$ cat src/rtl/fifo_stream_bridge_6502.sv
// fifo_stream_bridge_6502
// Memory-mapped bridge between a 6502-style CPU bus and two byte streams.
// CPU writes to TxData are queued in a TX FIFO and drained by a stream
// consumer. A stream producer fills an RX FIFO that the CPU pops through RxData.
// Register map relative to BaseAddress:
//   +0 TxData  (W) push into TX FIFO
//   +1 RxData  (R) pop RX head
//   +2 Status  (R) {rx_underflow, tx_overflow, rx_empty, rx_full, tx_empty, tx_full}
//   +3 Control (W) bit0 clear sticky, bit1 flush TX, bit2 flush RX; (R) RX occupancy
module fifo_stream_bridge_6502 #(
  parameter int BaseAddress   = 0,
  parameter int FIFOSize      = 4,
  parameter int address_width = 16,
  parameter int data_width    = 8
) (
  input  logic                     clk_i,
  input  logic                     reset_i,
  input  logic [address_width-1:0] address_i,
  input  logic [data_width-1:0]    data_i,
  output logic [data_width-1:0]    data_o,
  input  logic                     rd_wr_i,
  output logic [data_width-1:0]    tx_data_o,
  output logic                     tx_valid_o,
  input  logic                     tx_ready_i,
  input  logic [data_width-1:0]    rx_data_i,
  input  logic                     rx_valid_i,
  output logic                     rx_ready_o
);

  localparam int depth_n = 1 << FIFOSize;

  // Occupancy counters are one bit wider than the pointers so "full" is representable.
  localparam logic [FIFOSize:0]   cnt_depth_c = (FIFOSize + 1)'(depth_n);
  localparam logic [FIFOSize:0]   cnt_one_c   = (FIFOSize + 1)'(1);
  localparam logic [FIFOSize:0]   cnt_zero_c  = {(FIFOSize + 1){1'b0}};
  localparam logic [FIFOSize-1:0] ptr_one_c   = (FIFOSize)'(1);
  localparam logic [FIFOSize-1:0] ptr_zero_c  = {FIFOSize{1'b0}};
  localparam logic [data_width-1:0] data_zero_c = {data_width{1'b0}};

  localparam logic [address_width-1:0] addr_tx_c     = address_width'(BaseAddress);
  localparam logic [address_width-1:0] addr_rx_c     = address_width'(BaseAddress + 1);
  localparam logic [address_width-1:0] addr_status_c = address_width'(BaseAddress + 2);
  localparam logic [address_width-1:0] addr_ctrl_c   = address_width'(BaseAddress + 3);

  // Storage (no reset needed, validity is tracked by pointers and counts)
  logic [data_width-1:0] tx_mem [depth_n];
  logic [data_width-1:0] rx_mem [depth_n];

  // FIFO bookkeeping registers
  logic [FIFOSize-1:0] tx_wr_ptr_r;
  logic [FIFOSize-1:0] tx_rd_ptr_r;
  logic [FIFOSize:0]   tx_count_r;
  logic [FIFOSize-1:0] rx_wr_ptr_r;
  logic [FIFOSize-1:0] rx_rd_ptr_r;
  logic [FIFOSize:0]   rx_count_r;

  // Sticky error flags and registered read data
  logic                  tx_overflow_r;
  logic                  rx_underflow_r;
  logic [data_width-1:0] data_r;

  // Decoded bus accesses
  logic tx_wr_s;
  logic ctrl_wr_s;
  logic rx_rd_s;
  logic status_rd_s;
  logic ctrl_rd_s;

  // FIFO status derived from pre-edge state
  logic tx_full_s;
  logic tx_empty_s;
  logic rx_full_s;
  logic rx_empty_s;

  // Per-edge actions
  logic tx_push_s;
  logic tx_pop_s;
  logic tx_overflow_set_s;
  logic tx_flush_s;
  logic rx_push_s;
  logic rx_pop_s;
  logic rx_underflow_set_s;
  logic rx_flush_s;
  logic flag_clear_s;

  logic [FIFOSize:0]     tx_count_next_s;
  logic [FIFOSize:0]     rx_count_next_s;
  logic [5:0]            status_s;
  logic [data_width-1:0] rd_data_s;

  assign tx_full_s  = (tx_count_r == cnt_depth_c);
  assign tx_empty_s = (tx_count_r == cnt_zero_c);
  assign rx_full_s  = (rx_count_r == cnt_depth_c);
  assign rx_empty_s = (rx_count_r == cnt_zero_c);

  // Stream handshake levels are forced low while reset is held.
  assign tx_valid_o = !reset_i && !tx_empty_s;
  assign rx_ready_o = !reset_i && !rx_full_s;
  assign tx_data_o  = tx_mem[tx_rd_ptr_r];
  assign data_o     = data_r;

  assign status_s = {rx_underflow_r, tx_overflow_r, rx_empty_s, rx_full_s, tx_empty_s, tx_full_s};

  // Decode the bus: the direction selects which registers can respond.
  always_comb begin
    tx_wr_s     = 1'b0;
    ctrl_wr_s   = 1'b0;
    rx_rd_s     = 1'b0;
    status_rd_s = 1'b0;
    ctrl_rd_s   = 1'b0;
    if (rd_wr_i) begin
      tx_wr_s   = (address_i == addr_tx_c);
      ctrl_wr_s = (address_i == addr_ctrl_c);
    end else begin
      rx_rd_s     = (address_i == addr_rx_c);
      status_rd_s = (address_i == addr_status_c);
      ctrl_rd_s   = (address_i == addr_ctrl_c);
    end
  end

  // Derive push/pop/flag actions; full/empty always reflect the pre-edge state.
  always_comb begin
    tx_flush_s         = ctrl_wr_s && data_i[1];
    rx_flush_s         = ctrl_wr_s && data_i[2];
    flag_clear_s       = ctrl_wr_s && data_i[0];
    tx_push_s          = tx_wr_s && !tx_full_s;
    tx_overflow_set_s  = tx_wr_s && tx_full_s;
    tx_pop_s           = !tx_empty_s && tx_ready_i;
    rx_push_s          = rx_valid_i && !rx_full_s;
    rx_pop_s           = rx_rd_s && !rx_empty_s;
    rx_underflow_set_s = rx_rd_s && rx_empty_s;
  end

  // Next TX occupancy: simultaneous push and pop leave the count unchanged.
  always_comb begin
    tx_count_next_s = tx_count_r;
    case ({tx_push_s, tx_pop_s})
      2'b10:   tx_count_next_s = tx_count_r + cnt_one_c;
      2'b01:   tx_count_next_s = tx_count_r - cnt_one_c;
      default: tx_count_next_s = tx_count_r;
    endcase
  end

  // Next RX occupancy: simultaneous stream push and CPU pop leave the count unchanged.
  always_comb begin
    rx_count_next_s = rx_count_r;
    case ({rx_push_s, rx_pop_s})
      2'b10:   rx_count_next_s = rx_count_r + cnt_one_c;
      2'b01:   rx_count_next_s = rx_count_r - cnt_one_c;
      default: rx_count_next_s = rx_count_r;
    endcase
  end

  // CPU read mux; unmapped or write-only addresses read as zero.
  always_comb begin
    rd_data_s = data_zero_c;
    if (rx_rd_s) begin
      if (rx_empty_s) begin
        rd_data_s = data_zero_c;
      end else begin
        rd_data_s = rx_mem[rx_rd_ptr_r];
      end
    end else if (status_rd_s) begin
      rd_data_s = data_width'(status_s);
    end else if (ctrl_rd_s) begin
      rd_data_s = data_width'(rx_count_r);
    end else begin
      rd_data_s = data_zero_c;
    end
  end

  // TX pointers and count; a flush overrides any same-cycle push or pop.
  always_ff @(posedge clk_i) begin
    if (reset_i || tx_flush_s) begin
      tx_wr_ptr_r <= ptr_zero_c;
      tx_rd_ptr_r <= ptr_zero_c;
      tx_count_r  <= cnt_zero_c;
    end else begin
      if (tx_push_s) begin
        tx_wr_ptr_r <= tx_wr_ptr_r + ptr_one_c;
      end
      if (tx_pop_s) begin
        tx_rd_ptr_r <= tx_rd_ptr_r + ptr_one_c;
      end
      tx_count_r <= tx_count_next_s;
    end
  end

  // TX storage write for accepted CPU bytes.
  always_ff @(posedge clk_i) begin
    if (!reset_i && !tx_flush_s && tx_push_s) begin
      tx_mem[tx_wr_ptr_r] <= data_i;
    end
  end

  // RX pointers and count; a flush overrides any same-cycle push or pop.
  always_ff @(posedge clk_i) begin
    if (reset_i || rx_flush_s) begin
      rx_wr_ptr_r <= ptr_zero_c;
      rx_rd_ptr_r <= ptr_zero_c;
      rx_count_r  <= cnt_zero_c;
    end else begin
      if (rx_push_s) begin
        rx_wr_ptr_r <= rx_wr_ptr_r + ptr_one_c;
      end
      if (rx_pop_s) begin
        rx_rd_ptr_r <= rx_rd_ptr_r + ptr_one_c;
      end
      rx_count_r <= rx_count_next_s;
    end
  end

  // RX storage write for accepted stream bytes.
  always_ff @(posedge clk_i) begin
    if (!reset_i && !rx_flush_s && rx_push_s) begin
      rx_mem[rx_wr_ptr_r] <= rx_data_i;
    end
  end

  // Sticky error flags; a clear wins over a same-cycle set.
  always_ff @(posedge clk_i) begin
    if (reset_i || flag_clear_s) begin
      tx_overflow_r  <= 1'b0;
      rx_underflow_r <= 1'b0;
    end else begin
      if (tx_overflow_set_s) begin
        tx_overflow_r <= 1'b1;
      end
      if (rx_underflow_set_s) begin
        rx_underflow_r <= 1'b1;
      end
    end
  end

  // Registered CPU read data: updates on every read edge, holds during writes.
  always_ff @(posedge clk_i) begin
    if (reset_i) begin
      data_r <= data_zero_c;
    end else if (!rd_wr_i) begin
      data_r <= rd_data_s;
    end
  end

endmodule

$ cat config.mk
export PLATFORM = sky130hd
export DESIGN_NAME = fifo_stream_bridge_6502
export DESIGN_NICKNAME = d
export VERILOG_FILES = /design/src/rtl/fifo_stream_bridge_6502.sv
export SDC_FILE = /design/constraint.sdc
export NUM_CORES = 1
export LEC_CHECK = 0
export CAP_MARGIN = 10
export CORE_UTILIZATION = 35
export CTS_CLUSTER_SIZE = 20
export DETAILED_ROUTE_END_ITERATION = 7
export PLACE_DENSITY = 0.5
export RECOVER_POWER = 25
export SETUP_SLACK_MARGIN = 0.1
export SLEW_MARGIN = 20
export SYNTH_ARGS = -nofsm -noshare
export SYNTH_HDL_FRONTEND = slang
export SYNTH_SLANG_ARGS = --single-unit
export TNS_END_PERCENT = 100
$ cat constraint.sdc
create_clock -name clk_i -period 3.7 [get_ports clk_i]
set_input_delay 0.74 -clock clk_i [delete_from_list [all_inputs] [get_ports clk_i]]
set_output_delay 0.74 -clock clk_i [all_outputs]
set_load 0.05 [all_outputs]
After elaboration in Yosys (flattened, before gate mapping). Memory sizes are Yosys's and may differ from the RTL's. A register that Yosys moved wholly into a read port is not among the register bits. Cells that the tools add are included.

Bits in registers: 36. RAM bits: 256. Input bits: 37. Output and inout port bits: 18. Memories: 2.

Memories: rx_mem (words 16, bits a word 8, rd ports 1, clocked after Yosys merged registers in 1, write ports 1, RTL line 47) `logic [data_width-1:0] rx_mem [depth_n];`; tx_mem (words 16, bits a word 8, rd ports 1, clocked after Yosys merged registers in 1, write ports 1, RTL line 46) `logic [data_width-1:0] tx_mem [depth_n];`.

$add $sub $neg: 8. Equal/unequal tests: 9. Muxes and demuxes: 19. Reductions and logical operators: 30.

Operators by type and width (count): $eq A16 B2 Y1 const B (2); $pmux W5 S2 (2); $add A4 B1 Y4 const B (4); $eq A16 B1 Y1 const B (1); $logic_not A16 Y1 (1); $mux W4 (4); $mux W8 (2); $logic_and A1 B1 Y1 (15); $add A5 B1 Y5 const B (2); $eq A5 B5 Y1 const B (2); $logic_not A5 Y1 (2); $sub A5 B1 Y5 const B (2); $mux W1 (9); $logic_not A1 Y1 (7); $mux W6 (1); $mux W5 (1); $eq A2 B1 Y1 const B (2); $eq A2 B2 Y1 const B (2); $reduce_bool A2 Y1 (2); $logic_or A1 B1 Y1 (3).

Longest topological paths before layout. Gate-level depths: netlist of run 1.

Word-level depth: 8. Mapped depth: 13. Depth with buffers taken out: 11.

Worst setup path after synthesis of run 1. OpenSTA, ideal clock, no wires.

Path type: input -> register. Start: input address_i[13]. End: register rx_count_r[2]. Setup time: 0.072 ns. Arrival time: 3.713 ns. Data required time: 3.628 ns. Path slack: -0.085 ns. Stages on the path: 12. Path buffers: 2. Cells stage by stage: or4_4 -> or4_4 -> buf_6 -> nor3_4 -> ha_1 -> buf_4 -> xor2_1 -> ha_1 -> nor3b_1 -> a221o_1 -> a211oi_1 -> mux2i_1.

Word-level cells in the longest chain between the ends: 5. Elaborated cells between the ends (all ways): 11. Classes of those cells: eq/ne: 4; mux: 3; reduce/logical: 4.

RTL lines: start, declared (RTL line 18) `input logic [address_width-1:0] address_i,`; $eq A16 B1 Y1 (*) (RTL line 115) `rx_rd_s = (address_i == addr_rx_c);`; $mux W1 (*) (RTL line 111) `if (rd_wr_i) begin`; $logic_and A1 B1 Y1 (*) (RTL line 130) `rx_pop_s = rx_rd_s && !rx_empty_s;`; via rx_pop_s (RTL line 81) `logic rx_pop_s;`; $eq A2 B1 Y1 or $eq A2 B2 Y1 (tied branches) (RTL line 147) `case ({rx_push_s, rx_pop_s})`; $pmux W5 S2 or $reduce_bool A2 Y1 (tied branches); end signal, assigned (RTL line 201) `rx_count_r <= cnt_zero_c;`; end signal, assigned (RTL line 209) `rx_count_r <= rx_count_next_s;`; end, declared (RTL line 55) `logic [FIFOSize:0] rx_count_r;`.

The timed path passes the listed nets; every way through them passes the cells marked *. A chain may end at the register's enable or synchronous reset.

==> run_results.csv, run 1 <==
group,metric,value,unit
setup_path,cp-end-kind,"output port",
flow_run,drv_cap,0,
pwr,leakagePower,4.70,nW
global_routing,grt_pass1_vias,6851,
setup_path,cp_cell_sequence,"buf_12, mux4_2, mux4_2, buf_4",
floorplan,chipHeight,189,microns
pwr,ir_worst_vdd,0.393,mV
timing,drv_slew,0,
timing,post-route-min-period,3.40,ns
global_routing,grt_max_degree,33,
global_routing,overflow,0,
clock_network,post_cts_buffers,0,
finish,final_cells,1286,
timing,fin_tns_setup,0,ns
detailed_routing,route.detailed.drc,0,
timing,final-setup-viol-count,0,
clock_network,cts_resized,0,
timing,period_share,91.8,%
place,placed_cells,1228,
logic_synthesis,syn_inst,697,
pwr,power.density,475,nW/um^2
setup_path,cpPeakStageDelay,0.56,ns
logic_synthesis,synth_edf_count,256,
place,port_buffers,54,
clock_network,clock_sinks,300,
detailed_routing,drtIter0Drc,325,
logic_synthesis,async_reset_ff_share,0,%
clock_network,cts_tree,"done",
min_path,hp-start,"tx_overflow_r",
logic_synthesis,synth_warnings,0,
place,gp_congestion,0.760,
floorplan,coreArea,34500,sq um
floorplan,die_w,189,microns
global_routing,grt_pass1_wl,41500,microns
logic_synthesis,synthDistinctLibCells,54,
finish,layout.nets,861,
logic_synthesis,synth-main-ff-cell,"edfxtp_1",
detailed_routing,vias,6488,
setup_path,crit_path_top_delay_cell,"dfxtp_2",
setup_path,critPathTopFamily,"multiplexers",
finish,drive_above_1_share,25.6,%
floorplan,rows,68,
clock_network,clk_pin_slew,0.06,ns
min_path,hold_class,"register to register",
logic_synthesis,synth.avg_cell_area,17.5,sq um
floorplan,initial_core_util,35.4,%
setup_path,crit_fanout,24,
timing,rsz0062_at_grt,"false",
detailed_routing,final_antenna_net_count,0,
finish,diodes,0,
global_routing,antenna_found_initial,0,
place,dp_hpwl,18200,microns
setup_path,cp.arrival,2.66,ns
timing,worst_pin_slew,0.791,ns
floorplan,io_pins,55,
setup_path,worstSetupPathType,"register to output port",
clock_network,htree_levels,1,
clock_network,ctsHoldBuffers,0,
detailed_routing,drt_wl_total,26900,microns
setup_path,crit_required,2.96,ns
clock_network,clockBufferDepth,3,
detailed_routing,via_per_inst,5.05,
logic_synthesis,ys_ff_latch,300,
outcome,outcome,"finished clean",
logic_synthesis,netlist_area,12200,sq um
finish,area_growth,19.8,%
logic_synthesis,syn_nets,752,
timing,fmax,294,MHz
clock_network,cts_root_buf,"clkbuf_16",
timing,fin_worst_skew,0.0151,ns
place,placed_area,13600,sq um
clock_network,clk_latency,0.56,ns
clock_network,cts_buffers,31,
logic_synthesis,yosysSeqAreaShare,70.2,%
finish,stdcell_area,14600,sq um
setup_path,path_buf_inv,2,
timing,slew_headroom,47.3,%
detailed_routing,post_drt_wl_per_cell,21.0,microns
detailed_routing,drt_first_pass_iters,5,
global_routing,track_usage,15.5,%
timing,finalHoldViolations,0,
setup_path,startpoint_type,"register",
setup_path,crit_top_cell,"mux4_2",
setup_path,r2r-start,"rx_count_r[1]",
floorplan,die_area,35600,sq um
## per-stage QoR
step	hold WS, ns	util, %	power [mW]	worst slack, ns
finish	0.491	42.4	6.95	0.302
CTS	0.487	42.4	7.02	0.235
global placement	0.457	39.5	3.93	-0.168
detailed placement	0.462	39.5	3.94	-0.217
floorplan	0.437	-	3.82	0.0172
global route	0.516	42.4	7.18	0.151
## worst paths after layout
kind | endpoint | depth (start not counted) | slack, ns
max | tx_data_o[4] | 4 | 0.30
min | tx_overflow_r | 1 | 0.49
max reg2reg | rx_count_r[2] | 10 | 0.69
min reg2reg | tx_overflow_r | 1 | 0.49
## sequential cells by signal (all words and copies together), names as in the netlist, named ones only
signal	count
rx_mem	128
tx_count_r	5
tx_wr_ptr_r	4
rx_underflow_r	1
rx_wr_ptr_r	4
rx_count_r	5
tx_overflow_r	1
data_o	8
tx_mem	128
tx_rd_ptr_r	4
rx_rd_ptr_r	4
## layout by cell type, fill, tap and decap left out, types with 5 or more instances in the layout
cell | Yosys | layout
nor2_1 | 63 | 63
edfxtp_1 | 256 | 256
nor3_1 | 9 | 9
dlygate4sd3_1 | 0 | 10
nand2_1 | 33 | 33
clkinv_2 | 0 | 9
xor2_1 | 8 | 8
buf_4 | 1 | 66
clkbuf_16 | 0 | 31
a21oi_1 | 12 | 12
ha_1 | 17 | 14
nor2b_1 | 6 | 6
clkbuf_1 | 15 | 8
clkdlybuf4s50_1 | 0 | 34
a22oi_1 | 10 | 10
mux2_2 | 7 | 7
nand3_1 | 11 | 11
mux4_2 | 72 | 72
o21ai_1 | 6 | 6
inv_1 | 13 | 13
xnor2_1 | 7 | 7
mux2i_1 | 16 | 16
o21ai_0 | 12 | 12
dfxtp_1 | 44 | 42
nand2b_1 | 5 | 5
## kinds of logic after synthesis
group | synth area share, %
flip-flops | 70.2
buffers and inverters | 1.90
adder cells (fa/ha/maj) | 1.91
AO/OA/AOI/OAI | 3.01
multiplexers | 15.3
AND/OR/NAND/NOR | 6.62
XOR/XNOR | 1.08
## cell usage after synthesis, drive strengths merged, types with 12 or more instances
cell type / number / area (sq um)
a21oi: 12 / 60.1
buf: 20 / 98.9
clkbuf: 17 / 83.8
dfxtp: 44 / 881
edfxtp: 256 / 7690
ha: 17 / 213
inv: 13 / 48.8
mux2i: 16 / 160
mux4: 72 / 1620
nand2: 33 / 124
nor2: 63 / 236
o21ai: 18 / 90.1
## area by class of cell
| cell class | instances | area [sq um] |
|---|---|---|
| fill | 3082 | 19800 |
| inverter | 13 | 48.8 |
| clock inverter | 19 | 196 |
| sequential | 300 | 8570 |
| multi-input combinational | 347 | 3440 |
| timing repair buffer | 113 | 980 |
| clock buffer | 39 | 816 |
| tap | 455 | 569 |
## per-layer routing
metal  global-route usage, %  wire [microns]
met3                    2.09             854
met2                    28.4           14300
met5                       0               0
met4                    4.03             623
met1                    19.1           11100
## power by group
part	switching, mW	total [mW]	leakage, nW	internal [mW]
logic	0.107	0.172	1.55	0.0658
clock network	1.25	3.08	0.500	1.83
registers	0.0113	3.69	2.66	3.68
total	1.37	6.95	4.70	5.58
No activity file was read; power rests on OpenSTA's default activity.
==> run 2, diff against run 1 <==
CAP_MARGIN = 20   (was 10)
SLEW_MARGIN = 40   (was 20)
==> results of run 2 <==
Final layout, timing and power as in run 1 (identical DEF).
